File: config.mk
export PLATFORM = sky130hd
export DESIGN_NAME = mux_n_pipe_flat
export DESIGN_NICKNAME = d
export VERILOG_FILES = /design/src/rtl/mux_n_pipe_if.sv /design/src/rtl/mux_n_pipe.sv /design/src/flat_wrapper.sv
export SDC_FILE = /design/constraint.sdc
export NUM_CORES = 1
export LEC_CHECK = 0
export BUFFER_PORTS_ARGS = -buffer_cell sky130_fd_sc_hd__buf_2
export CAP_MARGIN = 20
export CORE_MARGIN = 2
export CORE_UTILIZATION = 48
export DETAILED_ROUTE_END_ITERATION = 10
export GPL_ROUTABILITY_DRIVEN = 0
export PLACE_DENSITY = 0.83
export SLEW_MARGIN = 20
export SYNTH_ARGS = -nofsm -noshare
export SYNTH_HDL_FRONTEND = slang
export SYNTH_SLANG_ARGS = --single-unit
export TNS_END_PERCENT = 10
File: constraint.sdc
create_clock -name clk -period 1.9 [get_ports clk]
set_input_delay 0.19 -clock clk [delete_from_list [all_inputs] [get_ports clk]]
set_output_delay 0.19 -clock clk [all_outputs]
set_load 0.02 [all_outputs]
File: src/rtl/mux_n_pipe_if.sv
// Bus bundle for mux_n_pipe: packed data inputs, select, and the in/out handshakes.
interface mux_n_pipe_if #(
  parameter int unsigned N      = 32,
  parameter int unsigned NUM_IN = 7
);
  localparam int unsigned SEL_W = (NUM_IN > 1) ? $clog2(NUM_IN) : 1;

  logic [NUM_IN*N-1:0] D;
  logic [SEL_W-1:0]    sel;
  logic                in_valid;
  logic                in_ready;
  logic [N-1:0]        Y;
  logic                out_err;
  logic                out_valid;
  logic                out_ready;
  logic                flush;
  logic                err_clr;
  logic                sel_err;

  // Upstream/downstream agent side
  modport master (
    output D, sel, in_valid, out_ready, flush, err_clr,
    input  in_ready, Y, out_err, out_valid, sel_err
  );

  // Mux block side
  modport slave (
    input  D, sel, in_valid, out_ready, flush, err_clr,
    output in_ready, Y, out_err, out_valid, sel_err
  );
endinterface

File: src/rtl/mux_n_pipe.sv
// N-input mux with a two-entry (head + skid) valid/ready output buffer and
// a sticky out-of-range-select error flag.
module mux_n_pipe #(
  parameter int unsigned N      = 32,
  parameter int unsigned NUM_IN = 7
) (
  input logic          clk,
  input logic          rst,
  mux_n_pipe_if.slave  bus
);
  localparam int unsigned SEL_W = (NUM_IN > 1) ? $clog2(NUM_IN) : 1;

  typedef enum logic [1:0] {
    EMPTY = 2'd0,
    BUSY  = 2'd1,
    FULL  = 2'd2
  } state_e;

  state_e         state_q, state_d;
  logic [N-1:0]   head_q, head_d;
  logic           head_err_q, head_err_d;
  logic [N-1:0]   skid_q, skid_d;
  logic           skid_err_q, skid_err_d;
  logic           sel_err_q, sel_err_d;
  logic           in_ready_q, in_ready_d;
  logic           out_valid_q, out_valid_d;

  logic [N-1:0]   new_data;
  logic           new_err;
  logic           in_xfer;
  logic           out_xfer;

  // Select the addressed input; an index past NUM_IN yields zero data with the error bit
  always_comb begin
    new_data = '0;
    new_err  = 1'b1;
    for (int unsigned i = 0; i < NUM_IN; i++) begin
      if (32'(bus.sel) == i) begin
        new_data = bus.D[i*N +: N];
        new_err  = 1'b0;
      end
    end
  end

  // Next-state, buffer moves and sticky error update
  always_comb begin
    state_d    = state_q;
    head_d     = head_q;
    head_err_d = head_err_q;
    skid_d     = skid_q;
    skid_err_d = skid_err_q;

    in_xfer  = bus.in_valid && in_ready_q && !bus.flush;
    out_xfer = out_valid_q && bus.out_ready;

    unique case (state_q)
      EMPTY: begin
        if (in_xfer) begin
          head_d     = new_data;
          head_err_d = new_err;
          state_d    = BUSY;
        end
      end
      BUSY: begin
        if (in_xfer) begin
          if (out_xfer) begin
            head_d     = new_data;
            head_err_d = new_err;
          end else begin
            skid_d     = new_data;
            skid_err_d = new_err;
            state_d    = FULL;
          end
        end else if (out_xfer) begin
          // Keep Y at zero whenever nothing is buffered
          head_d     = '0;
          head_err_d = 1'b0;
          state_d    = EMPTY;
        end
      end
      FULL: begin
        if (out_xfer) begin
          head_d     = skid_q;
          head_err_d = skid_err_q;
          skid_d     = '0;
          skid_err_d = 1'b0;
          state_d    = BUSY;
        end
      end
      default: begin
        head_d     = '0;
        head_err_d = 1'b0;
        skid_d     = '0;
        skid_err_d = 1'b0;
        state_d    = EMPTY;
      end
    endcase

    // Flush drops everything buffered, including any entry offered this cycle
    if (bus.flush) begin
      head_d     = '0;
      head_err_d = 1'b0;
      skid_d     = '0;
      skid_err_d = 1'b0;
      state_d    = EMPTY;
    end

    // A new error wins over a clear in the same cycle
    sel_err_d   = (in_xfer && new_err) || (sel_err_q && !bus.err_clr);
    in_ready_d  = (state_d != FULL);
    out_valid_d = (state_d != EMPTY);
  end

  // State and buffer registers with synchronous reset
  always_ff @(posedge clk) begin
    if (rst) begin
      state_q     <= EMPTY;
      head_q      <= '0;
      head_err_q  <= 1'b0;
      skid_q      <= '0;
      skid_err_q  <= 1'b0;
      sel_err_q   <= 1'b0;
      in_ready_q  <= 1'b1;
      out_valid_q <= 1'b0;
    end else begin
      state_q     <= state_d;
      head_q      <= head_d;
      head_err_q  <= head_err_d;
      skid_q      <= skid_d;
      skid_err_q  <= skid_err_d;
      sel_err_q   <= sel_err_d;
      in_ready_q  <= in_ready_d;
      out_valid_q <= out_valid_d;
    end
  end

  assign bus.in_ready  = in_ready_q;
  assign bus.out_valid = out_valid_q;
  assign bus.Y         = head_q;
  assign bus.out_err   = head_err_q;
  assign bus.sel_err   = sel_err_q;

endmodule

File: src/flat_wrapper.sv
// flat-port wrapper written by rule: the top's interface ports become plain ports
module mux_n_pipe_flat 
#(
  parameter int unsigned N      = 32,
  parameter int unsigned NUM_IN = 7
)
  (clk, rst, bus_D, bus_sel, bus_in_valid, bus_out_ready, bus_flush, bus_err_clr, bus_in_ready, bus_Y, bus_out_err, bus_out_valid, bus_sel_err);
  mux_n_pipe_if #(.N(N), .NUM_IN(NUM_IN)) bus_i ();
  input logic clk;
  input logic rst;
  input wire logic [$bits(bus_i.D)-1:0] bus_D;
  input wire logic [$bits(bus_i.sel)-1:0] bus_sel;
  input wire logic [$bits(bus_i.in_valid)-1:0] bus_in_valid;
  input wire logic [$bits(bus_i.out_ready)-1:0] bus_out_ready;
  input wire logic [$bits(bus_i.flush)-1:0] bus_flush;
  input wire logic [$bits(bus_i.err_clr)-1:0] bus_err_clr;
  output wire logic [$bits(bus_i.in_ready)-1:0] bus_in_ready;
  output wire logic [$bits(bus_i.Y)-1:0] bus_Y;
  output wire logic [$bits(bus_i.out_err)-1:0] bus_out_err;
  output wire logic [$bits(bus_i.out_valid)-1:0] bus_out_valid;
  output wire logic [$bits(bus_i.sel_err)-1:0] bus_sel_err;
  assign bus_i.D = bus_D;
  assign bus_i.sel = bus_sel;
  assign bus_i.in_valid = bus_in_valid;
  assign bus_i.out_ready = bus_out_ready;
  assign bus_i.flush = bus_flush;
  assign bus_i.err_clr = bus_err_clr;
  assign bus_in_ready = bus_i.in_ready;
  assign bus_Y = bus_i.Y;
  assign bus_out_err = bus_i.out_err;
  assign bus_out_valid = bus_i.out_valid;
  assign bus_sel_err = bus_i.sel_err;
  mux_n_pipe #(.N(N), .NUM_IN(NUM_IN)) u_core (.clk(clk), .rst(rst), .bus(bus_i));
endmodule
Yosys cells after proc, flatten, opt, wreduce, memory -nomap -nowiden
Index checks and enable logic that the tools add are counted.
{"block": "word_totals", "register_bits": 71, "out_inout_bits": 36, "elab_cells": 76}
{"block": "classes", "n_eq_ne": 14, "muxes": 39, "bitwise_logic": 1, "reduce_logical": 14}
{"cell": "$mux W32", "n": 14}
{"cell": "$pmux W32 S3", "n": 2}
{"cell": "$mux W1", "n": 14}
{"cell": "$mux W2", "n": 6}
{"cell": "$eq A3 B3 Y1 const B", "n": 3}
{"cell": "$ne A2 B1 Y1 const B", "n": 4}
{"cell": "$eq A3 B2 Y1 const B", "n": 2}
{"cell": "$pmux W1 S3", "n": 2}
{"cell": "$pmux W2 S3", "n": 1}
{"cell": "$logic_and A1 B1 Y1", "n": 5}
{"cell": "$ne A2 B2 Y1 const B", "n": 2}
{"cell": "$reduce_and A4 Y1", "n": 1}
{"cell": "$eq A3 B1 Y1 const B", "n": 1}
{"cell": "$logic_not A3 Y1", "n": 1}
{"cell": "$reduce_and A3 Y1", "n": 1}
{"cell": "$eq A2 B1 Y1 const B", "n": 1}
{"cell": "$eq A2 B2 Y1 const B", "n": 1}
{"cell": "$logic_not A1 Y1", "n": 2}
{"cell": "$logic_not A2 Y1", "n": 1}
{"cell": "$reduce_bool A2 Y1", "n": 1}
{"cell": "$reduce_or A2 Y1", "n": 1}
{"cell": "$logic_or A1 B1 Y1", "n": 1}
{"cell": "$not A1 Y1", "n": 1}

Logic depth before layout (Yosys ltp)
{"block": "logic_depth", "depth_word": 11, "mapped_depth": 7, "depth_no_buf": 4}

Worst setup path before layout
OpenSTA, ideal clock, no wires.
{"block": "synth_path", "kind": "flip-flop to flip-flop", "startpoint": "register u_core.out_valid_q, in the netlist u_core.bus.out_valid", "endpoint": "register u_core.skid_err_q", "arrival_time_ns": 1.516, "required_time_ns": 1.830, "slack_ns": 0.314, "path_stages_with_launch": 6, "path_cell_list": "dfxtp_1 -> and2_1 -> buf_6 -> o21a_1 -> or4_1 -> a21oi_1"}
{"block": "synth_between", "elab_chain_len": 3}
{"element": "from (decl)", "line": "mux_n_pipe.sv:26", "source": "logic out_valid_q, out_valid_d;"}
{"element": "from (signal assigned)", "line": "mux_n_pipe.sv:133", "source": "out_valid_q <= out_valid_d;"}
{"element": "$logic_and A1 B1 Y1 (*)", "line": "mux_n_pipe.sv:54", "source": "out_xfer = out_valid_q && bus.out_ready;"}
{"element": "$ne A2 B1 Y1 (no line) or $ne A2 B2 Y1 (tied branches)"}
{"element": "$reduce_and A4 Y1 (no line) (*)"}
{"element": "to (signal assigned)", "line": "mux_n_pipe.sv:130", "source": "skid_err_q <= skid_err_d;"}
{"element": "to (decl)", "line": "mux_n_pipe.sv:23", "source": "logic skid_err_q, skid_err_d;"}
Every way passes the cells marked *; elsewhere a longest branch is shown, timed or not.
A chain may end at the register's enable or synchronous reset.

Worst setup path after layout
{"block": "layout_path", "startpoint": "register u_core.out_valid_q, in the netlist u_core.bus.out_valid", "endpoint": "register u_core.skid_q[23]"}
{"block": "layout_between", "elab_chain_len": 3}
{"element": "$logic_and A1 B1 Y1 (*)", "line": "mux_n_pipe.sv:54"}
{"element": "$ne A2 B1 Y1 (no line) or $ne A2 B2 Y1 (tied branches)"}
{"element": "$reduce_and A4 Y1 (no line) (*)"}
{"element": "to (signal assigned)", "line": "mux_n_pipe.sv:129", "source": "skid_q <= skid_d;"}
{"element": "to (decl)", "line": "mux_n_pipe.sv:22", "source": "logic [N-1:0] skid_q, skid_d;"}
Marks and branches as above.

==> impl_metrics.yaml <==
clocking:
  clock_path_buffers: 2
  cts_setup_buffers: 0
  root_buffer: "clkbuf_16"
  clkSinkCount: 71
  h-tree-depth: 3
  cts_made_buffers: 9
  clkTransAtPathRegs_ns: 0.07
  clk_latency_ns: 0.34
  cts_tree: "done"
timing:
  fin_worst_skew_ns: 0.00996
  hold_slack_ns: 0.0550
  period_share: 0.935
  fmax_ghz: 0.563
  final_max_slew_viol_count: 0
  rsz0062_at_grt: "no"
  fin_ws_ns: 0.124
  period_needed_ns: 1.78
  tns_ns: 0
  setup_violations: 0
  slew_headroom: 0.443
  worstMarginPinSlew_ns: 0.835
  hold_viol: 0
power:
  power.density_nw_per_um2: 575
  vdd.ir_drop.worst_mv: 0.366
  p_leak_uw: 0.00311
logic_synthesis:
  synthArstFlopShare: 0
  seq_area_frac_synth: 0.240
  synth_cell_types: 49
  netlist.area_leader.share: 0.240
  synth_largest_area_cell: "dfxtp_1"
  synth_commonest_cells: "dfxtp_1, inv_1, a21oi_1, clkbuf_1, nand2b_1"
  synth_area_leaders: "dfxtp_1, o32ai_1, nand2b_1"
  yosys_warnings: 0
  synthCells: 724
  syn_avg_cell_area_sq_um: 8.18
  synth_edf_count: 0
  netlist_area_sq_um: 5920
  syn-num-nets: 957
  yosys_most_used_dff: "dfxtp_1"
  yosysMostFrequentCell: "dfxtp_1"
  ys_ff_latch: 71
setup_path:
  cp.arrival_ns: 2.01
  worstPathCellList: "and2_1 -> nor2_1 -> o21ai_2 -> buf_4 -> o32ai_1"
  critPathSlowestCell: "nor2_1"
  cpLargestDelayFamily: "simple AND/OR/NAND/NOR gates"
  slowest_delay_ns: 0.64
  worstPathMaxFanout: 22
  crit_required_ns: 2.13
  crit_buf_inv: 1
  r2r_end: "u_core.skid_q[23]"
  worstReg2RegStart: "u_core.bus.out_valid"
  timing_worst_setup_path_type: "reg2reg"
  start_kind: "flop"
  rrSetupSlack_ns: 0.12
  endpoint_kind: "flop"
  r2r_cells: 5
global_routing:
  grt_pass1_vias: 6772
  grt_use_total: 0.314
  antenna_found_initial: 0
  grt_max_degree: 50
  overflow: 0
  grt_first_pass_wirelength_mm: 33.4
layout:
  area_delta_synth_final_pct: 32.0
  nNetsFinal: 1204
  drive_above_1_share: 0.405
  diodes: 0
  fillers: 1063
worst_hold_path:
  holdPathStages: 2
  hp-start: "rst"
  hold_class: "in2reg"
  whs_endpoint: "u_core.bus.sel_err"
placement:
  hpwl_mm: 15.9
  port_buffers: 268
  dp_slack_ns: 0.0614
job:
  maxCapViolCount: 0
outcome:
  status: "completed"
die:
  initial_utilization: 0.493
  rows: 40
  ioPinCount: 269
  core_sq_um: 12000
  die_h_microns: 115
  die_w_microns: 115
  die-area_sq_um: 13200
drt:
  vias: 6977
  drc: 0
  wl_per_cell_microns: 18.9
  ant_nets: 0
  drtIter0Drc: 590
  viasPerCell: 6.21
  wl_mm: 21.2
  first_pass_iters: 5
[flip-flops by register name (all words and copies together) (netlist names)]
name / flops
u_core.bus.Y: 32
u_core.skid_q: 32
u_core.state_q: 2
u_core.bus.in_ready: 1
u_core.bus.out_err: 1
u_core.bus.out_valid: 1
u_core.bus.sel_err: 1
u_core.skid_err_q: 1
[power breakdown]
part           switching, uW  internal [uW]  total, uW
combinational            556            535       1090
sequential              21.6           1510       1530
clock                    702           1170       1870
total                   1280           3210       4490
[per-layer routing]
layer | global-route usage | wire [microns] | up-vias
li1 | - | - | 3294
met3 | 0.0770 | 1820 | 63
met2 | 0.527 | 10200 | 359
met4 | 0.120 | 720 | 0
met5 | 0 | 0 | -
met1 | 0.390 | 8450 | 3261
[what timing repair did]
action	CTS	global route
gates resized for setup	0	1
hold endpoints to repair	0	0
hold buffers	0	0
endpoints found under the setup margin	0	10
[worst max path at each step]
stage,from,endpoint,slack [ns],cells after the start
after floorplan,u_core.bus.out_valid,u_core.skid_err_q,0.31,5
after global placement,bus_sel[1],u_core.skid_q[29],0.09,5
after detailed placement,u_core.state_q[1],u_core.bus.Y[20],0.06,4
after CTS,u_core.state_q[1],u_core.bus.Y[25],0.0002,4
after global routing,u_core.bus.out_valid,u_core.skid_q[13],0.07,5
final,u_core.bus.out_valid,u_core.skid_q[23],0.12,5
[area by class of cell]
cell class	instances	area, sq um	share of cell area
well taps	147	184	0.0235
clock buffers	9	225	0.0288
repair buffers	318	1770	0.226
multi-input cells	521	3930	0.503
inverters	50	188	0.0240
clock inverters	7	103	0.0131
flip-flops and latches	71	1420	0.182
[metrics by stage]
step | std cells | cell area [sq um] | power, uW | util
CTS | 1123 | 7810 | 4490 | 0.651
global route | 1123 | 7820 | 4660 | 0.651
global placement | 1107 | 7490 | 2620 | 0.623
detailed placement | 1107 | 7490 | 2640 | 0.623
finish | 1123 | 7820 | 4490 | 0.651
floorplan | 724 | 5920 | 2190 | -
[cells by family (layout without fill, tap and decap cells)]
logic type      count (synthesis)  count (layout)  share of synthesized area
buf+inv                       132             384                     0.0982
compound gates                237             237                      0.293
simple gates                  210             210                      0.203
mux                            74              74                      0.166
flops                          71              71                      0.240
[layout by cell type, fill, tap and decap left out, drive strengths merged, types with 9 or more instances in the layout]
| master | instances |
|---|---|
| a32o | 10 |
| nand2b | 46 |
| a21oi | 47 |
| mux2i | 22 |
| nor2b | 11 |
| o32ai | 44 |
| mux2 | 42 |
| o31ai | 22 |
| inv | 54 |
| or2 | 11 |
| dfxtp | 71 |
| nand2 | 27 |
| o2bb2ai | 21 |
| clkbuf | 9 |
| mux4 | 10 |
| a221oi | 21 |
| buf | 318 |
| o211ai | 30 |
| nor4 | 43 |
| o21ai | 23 |
| nor3 | 45 |
| a31oi | 11 |
Note: power is estimated with default switching activity, not from simulation.
